[src/rtl/reg_bank_pkg.sv]
// Shared constants and types for the reg_bank_wb register bank.
// Optional feature macro: WB_BYPASS_EN (see reg_bank_wb.sv).
package reg_bank_pkg;

  localparam int DATA_W = 32;  // register/data width
  localparam int ADDR_W = 5;   // write address width, matches read-mux select
  localparam int NREGS  = 4;   // implemented registers (R00..R03)
  localparam int IDX_W  = 2;   // bits needed to index NREGS registers

  // Staged write request: destination address plus data.
  typedef struct packed {
    logic [ADDR_W-1:0] addr;
    logic [DATA_W-1:0] data;
  } wb_req_t;

  localparam logic [ADDR_W-1:0] REG_R00 = 5'd0;
  localparam logic [ADDR_W-1:0] REG_R01 = 5'd1;
  localparam logic [ADDR_W-1:0] REG_R02 = 5'd2;
  localparam logic [ADDR_W-1:0] REG_R03 = 5'd3;

  // True when the address selects an implemented register.
  function automatic logic addr_legal(input logic [ADDR_W-1:0] a);
    return a < ADDR_W'(NREGS);
  endfunction

endpackage

[src/rtl/reg_bank_wb_if.sv]
// Write-request bus for reg_bank_wb: valid/ready handshake plus commit hold.
// Optional feature macro: none.
interface reg_bank_wb_if;

  logic                            wr_valid;
  logic                            wr_ready;
  logic [reg_bank_pkg::ADDR_W-1:0] wr_addr;
  logic [reg_bank_pkg::DATA_W-1:0] wr_data;
  logic                            hold;

  // Requester side drives the write and the hold.
  modport master (
    output wr_valid, wr_addr, wr_data, hold,
    input  wr_ready
  );

  // Register bank side answers with ready.
  modport slave (
    input  wr_valid, wr_addr, wr_data, hold,
    output wr_ready
  );

endinterface

[src/rtl/reg_bank_wb_stage.sv]
// One-entry write-back staging buffer: accepts a write, holds it one cycle,
// then releases it as a commit unless hold is asserted.
// Optional feature macro: none.
module wb_stage
  import reg_bank_pkg::*;
(
  input  logic    clk,
  input  logic    reset,
  input  logic    wr_valid,
  input  wb_req_t wr_req,
  input  logic    hold,
  output logic    wr_ready,
  output logic    pend_valid,
  output wb_req_t pend_req,
  output logic    commit
);

  logic    pend_valid_q, pend_valid_d;
  wb_req_t pend_req_q, pend_req_d;
  logic    accept;

  // Handshake, commit strobe and next buffer contents; a new accept on the
  // commit edge refills the slot so the buffer streams one write per cycle.
  always_comb begin
    wr_ready     = !pend_valid_q || !hold;
    accept       = wr_valid && wr_ready;
    commit       = pend_valid_q && !hold;
    pend_valid_d = pend_valid_q;
    pend_req_d   = pend_req_q;
    if (accept) begin
      pend_valid_d = 1'b1;
      pend_req_d   = wr_req;
    end else if (commit) begin
      pend_valid_d = 1'b0;
    end
  end

  // Buffer state; reset discards any staged write.
  always_ff @(posedge clk or posedge reset) begin
    if (reset) begin
      pend_valid_q <= 1'b0;
      pend_req_q   <= '0;
    end else begin
      pend_valid_q <= pend_valid_d;
      pend_req_q   <= pend_req_d;
    end
  end

  assign pend_valid = pend_valid_q;
  assign pend_req   = pend_req_q;

endmodule

[src/rtl/reg_bank_wb.sv]
// 4 x 32-bit register bank fed through a one-entry write-back staging buffer.
// Optional feature macro: WB_BYPASS_EN -- when defined, a staged write to a
// writable register is forwarded onto that register's output before commit.
module reg_bank_wb
  import reg_bank_pkg::*;
#(
  parameter bit ZERO_R0 = 1'b1,  // 1: R00 reads 0, writes to it are dropped
  parameter int CNT_W   = 16     // commit counter width
) (
  input  logic               clk,
  input  logic               reset,
  reg_bank_wb_if.slave       bus,
  output logic [DATA_W-1:0]  R00,
  output logic [DATA_W-1:0]  R01,
  output logic [DATA_W-1:0]  R02,
  output logic [DATA_W-1:0]  R03,
  output logic               pend_valid,
  output logic               err_addr,
  output logic [CNT_W-1:0]   wr_count
);

  wb_req_t           wr_req;
  wb_req_t           pend_req;
  logic              commit;
  logic              legal;
  logic              zero_drop;
  logic [IDX_W-1:0]  pend_idx;

  logic [DATA_W-1:0] regs_q [NREGS];
  logic [DATA_W-1:0] regs_d [NREGS];
  logic              err_addr_q, err_addr_d;
  logic [CNT_W-1:0]  wr_count_q, wr_count_d;
  logic [DATA_W-1:0] rd_data [NREGS];

  // Pack the incoming bus fields into a request.
  always_comb begin
    wr_req      = '0;
    wr_req.addr = bus.wr_addr;
    wr_req.data = bus.wr_data;
  end

  wb_stage u_stage (
    .clk        (clk),
    .reset      (reset),
    .wr_valid   (bus.wr_valid),
    .wr_req     (wr_req),
    .hold       (bus.hold),
    .wr_ready   (bus.wr_ready),
    .pend_valid (pend_valid),
    .pend_req   (pend_req),
    .commit     (commit)
  );

  assign pend_idx  = pend_req.addr[IDX_W-1:0];
  assign legal     = addr_legal(pend_req.addr);
  assign zero_drop = ZERO_R0 && (pend_req.addr == REG_R00);

  // Commit decode: illegal addresses flag an error, zero-register writes
  // vanish quietly, and every commit is counted regardless of outcome.
  always_comb begin
    regs_d     = regs_q;
    err_addr_d = 1'b0;
    wr_count_d = wr_count_q;
    if (commit) begin
      wr_count_d = wr_count_q + CNT_W'(1);
      if (!legal) begin
        err_addr_d = 1'b1;
      end else if (!zero_drop) begin
        regs_d[pend_idx] = pend_req.data;
      end
    end
  end

  // Register array, error pulse and commit counter.
  always_ff @(posedge clk or posedge reset) begin
    if (reset) begin
      regs_q     <= '{default: '0};
      err_addr_q <= 1'b0;
      wr_count_q <= '0;
    end else begin
      regs_q     <= regs_d;
      err_addr_q <= err_addr_d;
      wr_count_q <= wr_count_d;
    end
  end

  // Read-side view of each register, optionally forwarding the staged write.
  for (genvar gi = 0; gi < NREGS; gi++) begin : g_rd
`ifdef WB_BYPASS_EN
    assign rd_data[gi] = (pend_valid && (pend_req.addr == ADDR_W'(gi)) &&
                          !(ZERO_R0 && (gi == 0))) ? pend_req.data : regs_q[gi];
`else
    assign rd_data[gi] = regs_q[gi];
`endif
  end

  assign R00      = rd_data[0];
  assign R01      = rd_data[1];
  assign R02      = rd_data[2];
  assign R03      = rd_data[3];
  assign err_addr = err_addr_q;
  assign wr_count = wr_count_q;

endmodule

[src/flat_wrapper.sv]
// flat-port wrapper written by rule: the top's interface ports become plain ports
module reg_bank_wb_flat import reg_bank_pkg::*;
#(
  parameter bit ZERO_R0 = 1'b1,                                             
  parameter int CNT_W   = 16                            
)
  (clk, reset, R00, R01, R02, R03, pend_valid, err_addr, wr_count, bus_wr_valid, bus_wr_addr, bus_wr_data, bus_hold, bus_wr_ready);
  reg_bank_wb_if bus_i ();
  input  logic clk;
  input  logic reset;
  output logic [DATA_W-1:0] R00;
  output logic [DATA_W-1:0] R01;
  output logic [DATA_W-1:0] R02;
  output logic [DATA_W-1:0] R03;
  output logic pend_valid;
  output logic err_addr;
  output logic [CNT_W-1:0] wr_count;
  input wire logic [$bits(bus_i.wr_valid)-1:0] bus_wr_valid;
  input wire logic [$bits(bus_i.wr_addr)-1:0] bus_wr_addr;
  input wire logic [$bits(bus_i.wr_data)-1:0] bus_wr_data;
  input wire logic [$bits(bus_i.hold)-1:0] bus_hold;
  output wire logic [$bits(bus_i.wr_ready)-1:0] bus_wr_ready;
  assign bus_i.wr_valid = bus_wr_valid;
  assign bus_i.wr_addr = bus_wr_addr;
  assign bus_i.wr_data = bus_wr_data;
  assign bus_i.hold = bus_hold;
  assign bus_wr_ready = bus_i.wr_ready;
  reg_bank_wb #(.ZERO_R0(ZERO_R0), .CNT_W(CNT_W)) u_core (.clk(clk), .reset(reset), .bus(bus_i), .R00(R00), .R01(R01), .R02(R02), .R03(R03), .pend_valid(pend_valid), .err_addr(err_addr), .wr_count(wr_count));
endmodule
[config.mk]
export PLATFORM = sky130hd
export DESIGN_NAME = reg_bank_wb_flat
export DESIGN_NICKNAME = d
export VERILOG_FILES = /design/src/rtl/reg_bank_pkg.sv /design/src/rtl/reg_bank_wb_if.sv /design/src/rtl/reg_bank_wb_stage.sv /design/src/rtl/reg_bank_wb.sv /design/src/flat_wrapper.sv
export SDC_FILE = /design/constraint.sdc
export NUM_CORES = 1
export LEC_CHECK = 0
export ABC_AREA = 1
export BUFFER_PORTS_ARGS = -buffer_cell sky130_fd_sc_hd__buf_2
export CAP_MARGIN = 20
export CORE_MARGIN = 1
export CORE_UTILIZATION = 52
export CTS_CLUSTER_SIZE = 14
export DETAILED_ROUTE_END_ITERATION = 7
export GPL_TIMING_DRIVEN = 0
export HOLD_SLACK_MARGIN = 0.05
export PLACE_DENSITY = 0.79
export SYNTH_ARGS = -nofsm -noshare
export SYNTH_HDL_FRONTEND = slang
export SYNTH_HIERARCHICAL = 1
export SYNTH_SLANG_ARGS = --single-unit
[constraint.sdc]
create_clock -name clk -period 5.8 [get_ports clk]
set_input_delay 1.16 -clock clk [delete_from_list [all_inputs] [get_ports clk]]
set_output_delay 1.16 -clock clk [all_outputs]
set_load 0.05 [all_outputs]
======== Yosys cells after proc, flatten, opt, wreduce, memory -nomap -nowiden ========
Index checks and enable logic that the tools add are counted.
word-level totals
  bits in latches ......................... 0
  output and inout port bits .............. 147
  bits in read-only memories .............. 0
  RAM bits ................................ 0
  memories ................................ 0
  word-level logic and storage cells ...... 31
  bits in registers ....................... 183
operators by class
  reduce and logical (&&, ||, !) cells .... 9
  bitwise gates (word level) .............. 2
  mux-type cells .......................... 7
  shifts and indexed selects .............. 0
  magnitude comparators ................... 3
  add/sub/neg operators ................... 1
  divide/modulo/power cells ............... 0
  $mul .................................... 0
  equality and inequality tests ........... 0
operator list
  cell                                                                           number
  128-bit bitwise mux                                                            1
  32-bit demux with 2-bit select                                                 1
  32-bit 2-to-1 mux                                                              1
  16-bit by 1-bit adder with 16-bit output (second input constant)               1
  5-bit logical NOT                                                              1
  5-bit by 3-bit less-than comparator with 1-bit output (second input constant)  1
  1-bit 2-to-1 mux                                                               4
  3-bit >= comparator (second input constant)                                    1
  1-bit logical AND                                                              3
  3-bit by 1-bit less-than comparator with 1-bit output (second input constant)  1
  2-bit inverter with 3-bit output                                               1
  3-bit AND reduction                                                            1
  1-bit logical NOT                                                              2
  2-bit nonzero test                                                             1
  1-bit logical OR                                                               1
  1-bit inverter                                                                 1

======== Longest topological paths before layout ========
Gate-level depths: netlist of run 1.
  word-level depth ........................ 6
  gate-level depth with buffers ........... 10
  mapped depth without buffers ............ 9

======== By module ========
Netlist of run 1, hierarchy kept.
by module, submodules not included
  module       area each (um^2)  cells each  instances
  reg_bank_wb  5555.3            577         1
  wb_stage     1536.5            167         1

======== Worst setup path before layout of run 1 ========
Ideal clock, no wire load.
  kind .................................... input-to-output
  from .................................... in bus_hold
  to ...................................... out bus_wr_ready
  slack ................................... 3.061 ns
  data arrival time ....................... 1.579 ns
  stages on the path ...................... 2
  required time ........................... 4.640 ns
  buffers on the path ..................... 1
  cell sequence ........................... nand2_2 > buf_2
on the way
  longest elaborated chain between the ends .. 2
ends and longest elaborated chain
  element             RTL line                 RTL
  start: declaration  flat_wrapper.sv:21       input wire logic [$bits(bus_i.hold)-1:0] bus_hold;
  1-bit logical NOT   reg_bank_wb_stage.sv:25  wr_ready = !pend_valid_q || !hold;
  1-bit logical OR    reg_bank_wb_stage.sv:25
  end: declaration    flat_wrapper.sv:22       output wire logic [$bits(bus_i.wr_ready)-1:0] bus_wr_ready;
No other way between the ends.

======== Final worst setup path of run 1 ========
Ends and elaborated chain as after synthesis.

==> run_results.csv, run 1 <==
group,metric,value,unit
timing,final.period_utilization,0.527,
worst_hold_path,hold_path.class,"flop to flop",
logic_synthesis,synth_edf_count,0,
route,dr.pass1.iters,5,
die,ioPinCount,188,
die,coreArea,13300,um^2
cts,cts-buffers-inserted,17,
cts,cts-resized-gates,0,
cts,cts_tree,"done",
timing,hold_viol,0,
placed_design,dpl_worst_slack,2.74,ns
power_and_ir_drop,leakagePower,5.06,nW
die,die_h,119,um
setup_path,ff2ff_setup_slack,4.16,ns
logic_synthesis,synth_cell_types,25,
layout,area_growth,24.8,%
timing,timing.final.crit_period,3.06,ns
global_routing,grt_pass1_wl,28.1,mm
logic_synthesis,yosysMostFrequentCell,"nand2_1",
flow_run,cap_violations,0,
route,drc_errors,0,
setup_path,crit-reg2reg-capture,"u_core/R01[20]",
timing,rsz0062_at_grt,"no",
placed_design,io_buffers,187,
setup_path,crit_type,"input port to primary output",
layout,seq_area,4580,um^2
logic_synthesis,yosys_warnings,6,
setup_path,rr_startpoint,"u_core/u_stage/pend_valid",
logic_synthesis,yosys-top-cells-area,"dfrtp_1 (65%), nand2_1 (16%), o21ai_0 (4.0%), nand3_1 (3.0%), o21ai_1 (2.8%)",
cts,cts-root-buf,"clkbuf_16",
logic_synthesis,syn_nets,786,
timing,setup_tns,0,ns
placed_design,place_congestion,0.867,
run_status,status,"completed",
timing,finalWorstSetupSlack,2.74,ns
layout,layout-drive-gt1-share,0.267,
layout,fill_cells,1091,
die,initial_core_util,0.533,
power_and_ir_drop,total_power,4.46,mW
placed_design,placed_cell_area,8280,um^2
global_routing,grtUsageTotal,0.262,
setup_path,setup.worst_path.start,"bus_hold",
setup_path,cp_max_fo,10,
setup_path,critPathSlowestCell,"buf_2",
global_routing,grt_max_degree,84,
die,num_rows,42,
setup_path,end_kind,"primary output",
logic_synthesis,synth.largest_area_cell,"dfrtp_1",
logic_synthesis,ys_top_cells_by_count,"nand2_1 (297), dfrtp_1 (183), o21ai_0 (57), clkbuf_1 (43), nand3_1 (43)",
logic_synthesis,mappedNetlistArea,7090,um^2
setup_path,critPathMaxStageDelay,0.30,ns
route,antenna_left,0,
layout,fin_util,0.666,
logic_synthesis,ys.flop_type,"dfrtp_1",
setup_path,cp-start-kind,"input port",
layout,multiInputGateArea,2070,um^2
logic_synthesis,async_reset_ff_frac,1.00,
die,die_x,119,um
timing,max_freq,327,MHz
global_routing,grt_antenna_before_repair,0,
cts,post_cts.repair.setup_buffers,0,
setup_path,cp.required,4.64,ns
timing,clock_skew,0.00621,ns
timing,max-slew-margin-rel,0.434,
cts,cts_hold_buf,0,
logic_synthesis,syn_area_per_cell,9.53,um^2
logic_synthesis,synthCells,744,
layout,antennaDiodeCount,0,
setup_path,crit_chain,"buf_2 > nand2_2 > buf_2 > buf_2",
setup_path,path_common_cell,"buf_2",
placed_design,dp_hpwl,12.2,mm
cts,cts_max_path_buffers,2,
logic_synthesis,ys_ff_latch,183,
setup_path,reg2reg_depth,7,
power_and_ir_drop,power_density,504,nW/um^2
layout,fin_nets,993,
route,vias,5699,
timing,max_slew.worst_pin.slew,0.848,ns
power_and_ir_drop,ir_worst_vdd,348,uV
layout,stdcell_area,8850,um^2
setup_path,crit_cells,4,
cts,clock_sink_count,183,
route,vias_per_cell,5.00,
cts,htreeDepth,4,
timing,slew_viol_final,0,
timing,setup_viol,0,
cts,clk_pin_slew,0.06,ns
die,dieArea,14100,um^2
setup_path,endpoint,"bus_wr_ready",
global_routing,grt_pass1_vias,5488,
setup_path,critPathTopFamily,"buffers and inverters",
logic_synthesis,ys_seq_area_frac,0.646,
route,wl_per_cell,15.3,um
route,drtIter0Drc,360,
setup_path,crit_arrival,1.90,ns
setup_path,cp_num_buf_inv,3,
global_routing,grt_overflow_total,0,
logic_synthesis,yosysTopAreaCellShare,0.646,
cts,insertion_delay,0.43,ns
route,finalWirelength,17.5,mm
[registers in the layout, summed over array words and instances (netlist names)]
name / cells
u_core/u_stage/pend_req: 37
u_core/R00: 32
u_core/R01: 32
u_core/R02: 32
u_core/R03: 32
u_core/wr_count: 16
u_core/err_addr: 1
u_core/u_stage/pend_valid: 1
[layer usage]
layer  vias to the layer above  track usage  share of wire
met2                       237        0.411           0.47
met3                        23       0.0748          0.075
met5                         -            0              0
met4                         0        0.101          0.018
li1                       2752            -              -
met1                      2687        0.346           0.44
[power by group]
part | switching (mW) | leakage (nW) | internal, mW
Sequential | 0.185 | 2.41 | 1.56
Combinational | 1.28 | 2.38 | 0.320
Clock | 0.476 | 0.270 | 0.640
[through the flow]
| step | hold WS, ns | cells |
|---|---|---|
| finish | 0.450 | 1139 |
| CTS | 0.455 | 1139 |
| floorplan | 0.463 | 744 |
| global route | 0.464 | 1139 |
| global placement | 0.434 | 1107 |
| detailed placement | 0.441 | 1108 |
[layout by cell type, fill, tap and decap left out]
cell and count:
o21ai_1 40, inv_2 1, nor2_2 2, xnor2_1 4
dfrtp_1 183, inv_6 2, buf_1 3, nor3_4 1
buf_4 11, nand2_4 1, nand2_2 2, nand3b_1 1
nor2_1 12, clkinvlp_4 5, clkbuf_8 1, or2_2 1
nor3_1 2, clkinv_2 5, buf_6 9, a21oi_1 1
xor2_1 5, bufinv_16 2, nor2_4 2, inv_1 12
buf_2 194, nand4_1 2, clkbuf_16 17, nand3_1 43
ha_1 1, o21ai_0 57, clkbuf_1 43, buf_16 1
nand2_1 297
[how the worst min path moves through the flow]
stage / from / endpoint / slack (ns) / depth (start not counted)
after CTS: u_core/R00[23] / u_core/R00[23] / 0.45 / 1
after floorplan: u_core/u_stage/pend_req[33] / u_core/u_stage/pend_req[33] / 0.46 / 2
after detailed placement: u_core/R00[23] / u_core/R00[23] / 0.44 / 1
after global routing: u_core/R00[13] / u_core/R00[13] / 0.46 / 1
final: u_core/R00[9] / u_core/R00[9] / 0.45 / 1
after global placement: u_core/R00[2] / u_core/R00[2] / 0.43 / 1
[cells by family after synthesis]
kind of cell | Yosys count | share of synthesized area
AO/OA/AOI/OAI | 98 | 0.0692
XOR/XNOR | 9 | 0.0111
adder cells (fa/ha/maj) | 1 | 0.00176
buffers and inverters | 87 | 0.0626
flip-flops | 183 | 0.646
AND/OR/NAND/NOR | 366 | 0.210
[layout make-up]
class | count | area share
multi-input cells | 474 | 0.234
flip-flops and latches | 183 | 0.517
well taps | 176 | 0.0249
repair buffers | 188 | 0.109
inverters | 14 | 0.00650
plain buffers | 73 | 0.0442
clock inverters | 13 | 0.0148
clock buffers | 18 | 0.0496
(Power assumes the default switching activity.)
==> inputs of run 2 (changes only) <==
--- a/config.mk
+++ b/config.mk
@@ -5,16 +5,16 @@
 export SDC_FILE = /design/constraint.sdc
 export NUM_CORES = 1
 export LEC_CHECK = 0
-export ABC_AREA = 1
+export ABC_AREA = 0
 export BUFFER_PORTS_ARGS = -buffer_cell sky130_fd_sc_hd__buf_2
 export CAP_MARGIN = 20
 export CORE_MARGIN = 1
-export CORE_UTILIZATION = 52
+export CORE_UTILIZATION = 47
 export CTS_CLUSTER_SIZE = 14
 export DETAILED_ROUTE_END_ITERATION = 7
 export GPL_TIMING_DRIVEN = 0
 export HOLD_SLACK_MARGIN = 0.05
-export PLACE_DENSITY = 0.79
+export PLACE_DENSITY = 0.76
 export SYNTH_ARGS = -nofsm -noshare
 export SYNTH_HDL_FRONTEND = slang
 export SYNTH_HIERARCHICAL = 1
==> constraint.sdc (replaced) <==
create_clock -name clk -period 2.5 [get_ports clk]
set_input_delay 0.5 -clock clk [delete_from_list [all_inputs] [get_ports clk]]
set_output_delay 0.5 -clock clk [all_outputs]
set_load 0.05 [all_outputs]
==> run_results.csv, run 2 <==
group,metric,value,unit
run_status,status,"completed",
cts,cts-resized-gates,0,
cts,cts_hold_buf,0,
timing,max_slew.worst_pin.slew,0.790,ns
logic_synthesis,syn_area_per_cell,16.5,um^2
logic_synthesis,synth-simple-area-share,0.0289,
layout,final_common_cell,"buf_2",
setup_path,cp-start-kind,"flop",
cts,insertion_delay,0.42,ns
die,dieArea,15200,um^2
layout,largest_reg_flops,37,
cts,cts_max_path_buffers,2,
logic_synthesis,yosys_warnings,6,
logic_synthesis,synth_edf_count,0,
flow_run,cap_violations,0,
global_routing,grtUsageTotal,0.199,
logic_synthesis,async_reset_ff_frac,1.00,
layout,most-common-layout-cells,"buf_2 (187), dfrtp_1 (183), mux2_2 (99)",
cts,cts-root-buf,"clkbuf_16",
cts,htreeDepth,4,
layout,seq_area,4580,um^2
die,ioPinCount,188,
route,wl_per_cell,17.5,um
layout,antennaDiodeCount,0,
setup_path,end_kind,"flop",
logic_synthesis,ys.flop_type,"dfrtp_1",
cts,cts_tree,"done",
logic_synthesis,synth.largest_area_cell,"dfrtp_1",
power_and_ir_drop,total_power,11.0,mW
placed_design,place_inst,789,
die,die_h,123,um
setup_path,crit_type,"flop to flop",
timing,setup_tns,0,ns
placed_design,dp_hpwl,10.4,mm
logic_synthesis,synthMuxAreaShare,0.235,
logic_synthesis,ys_top_cells_by_count,"dfrtp_1 (183), mux2_2 (99), clkbuf_1 (32), mux2_4 (30), xor2_1 (10)",
power_and_ir_drop,ir_worst_vdd,818,uV
logic_synthesis,synth_cell_types,26,
logic_synthesis,ys_seq_area_frac,0.664,
timing,rsz0062_at_grt,"no",
timing,clock_skew,0.00857,ns
power_and_ir_drop,power_density,1260,nW/um^2
timing,max-slew-margin-rel,0.472,
global_routing,grt_pass1_wl,22.4,mm
cts,post_cts.repair.setup_buffers,0,
logic_synthesis,ys_ff_latch,183,
layout,finalNonFillerCells,820,
die,initial_core_util,0.489,
die,num_rows,43,
logic_synthesis,yosysTopAreaCellShare,0.664,
logic_synthesis,synth-compound-area-share,0.00308,
route,finalWirelength,14.4,mm
layout,fill_cells,1104,
timing,holdWs,0.0995,ns
setup_path,crit_arrival,2.33,ns
layout,fin_nets,670,
setup_path,cp.required,2.81,ns
timing,max_freq,495,MHz
timing,setup_viol,0,
global_routing,grt_max_degree,46,
power_and_ir_drop,leakagePower,4.67,nW
route,dr.pass1.iters,4,
timing,hold_viol,0,
route,drc_errors,0,
timing,timing.final.crit_period,2.02,ns
global_routing,grt_pass1_vias,4284,
cts,clock_sink_count,183,
route,vias,4041,
cts,clk_pin_slew,0.06,ns
global_routing,grt_overflow_total,0,
cts,cts-buffers-inserted,17,
worst_hold_path,hold_path.class,"input port to async pin",
layout,multiInputGateArea,1990,um^2
logic_synthesis,synth_xor_area_frac,0.0191,
logic_synthesis,synth_top_family_by_area,"multiplexers",
route,vias_per_cell,4.93,
route,antenna_left,0,
logic_synthesis,yosys-top-cells-area,"dfrtp_1 (66%), mux2_2 (16%), mux2_4 (6.5%), clkbuf_1 (1.7%), xor2_1 (1.3%)",
layout,fin_util,0.621,
logic_synthesis,mappedNetlistArea,6900,um^2
die,coreArea,14100,um^2
layout,layout-drive-gt1-share,0.578,
global_routing,grt_antenna_before_repair,1,
die,die_x,123,um
placed_design,place_congestion,0.731,
timing,final.period_utilization,0.809,
logic_synthesis,synthCells,418,
route,drtIter0Drc,151,
timing,slew_viol_final,0,
setup_path,cp_max_fo,10,
placed_design,io_buffers,187,
layout,area_growth,26.9,%
logic_synthesis,yosysMostFrequentCell,"dfrtp_1",
logic_synthesis,syn_nets,460,
logic_synthesis,synth_fa_ha_area_frac,0.00181,
==> run 2: changes by cell type in the layout (fill, tap and decap cells not counted), sizes merged, moves of 4 or more <==
cell | before | now
nor2 | 16 | 3
nand3 | 43 | 4
buf | 218 | 203
nor4 | 0 | 5
o21ai | 97 | 0
xor2 | 5 | 10
nand4 | 2 | 6
nand2 | 300 | 5
inv | 15 | 3
clkinvlp | 5 | 1
mux2 | 0 | 134
==> run 2: critical path, cell delays in order, from the launching register on <==
cell,delay [ns]
dfrtp_1,0.39
nor2b_1,0.18
buf_6,0.15
nor4b_4,0.28
and3_1,0.21
buf_4,0.15
buf_6,0.19
mux2_2,0.35
==> run 2: power breakdown <==
group	total, mW	internal, mW	switching (mW)	leakage (nW)
Clock	2.72	1.68	1.04	0.300
Sequential	4.16	3.71	0.451	2.36
Combinational	4.16	1.11	3.04	2.01
==> run 2: area by class of cell <==
type                    count  area share
inverters                   4     0.00215
multi-input cells         184       0.227
clock inverters             7      0.0134
clock buffers              24      0.0562
plain buffers              47      0.0360
well taps                 180      0.0257
flip-flops and latches    183       0.523
repair buffers            191       0.116
==> run 2: stage by stage <==
step                worst slack, ns  instance area, um^2
detailed placement            0.266                 8140
global route                  0.391                 8750
global placement             -0.643                 8060
CTS                           0.467                 8750
floorplan                     0.181                 6900
finish                        0.478                 8750
==> run 2: kinds of logic (layout without fill, tap and decap cells) <==
logic type,count (synthesis),count (layout)
DFF,183,183
muxes,134,134
buffers and inverters,51,273
and+or+nand+nor,32,32
xor gates and xnor gates,15,15
AOI/OAI and AO/OA,2,2
adders and majority gates,1,1
==> run 2: worst paths after layout <==
check                                          start                           to  depth (start not counted)  slack, ns
max                        u_core/u_stage/pend_valid                u_core/R03[2]                          7       0.48
min                                            reset  u_core/u_stage/pend_req[19]                          2        0.1
max reg2reg                u_core/u_stage/pend_valid                u_core/R03[2]                          7       0.48
min reg2reg                            u_core/R00[3]                u_core/R00[3]                          1       0.45
max in group asynchronous                      reset               u_core/R00[31]                          4       1.35
min in group clk                        bus_wr_valid    u_core/u_stage/pend_valid                          2       0.29
==> run 2: per-layer routing <==
layer / global-route usage / vias to the layer above / part of all wire / routed length [um]
li1: - / 1846 / - / -
met1: 0.243 / 2063 / 0.41 / 5970
met2: 0.331 / 103 / 0.51 / 7350
met3: 0.0521 / 27 / 0.048 / 693
met4: 0.0926 / 2 / 0.026 / 367
met5: 0 / - / 0.00056 / 8
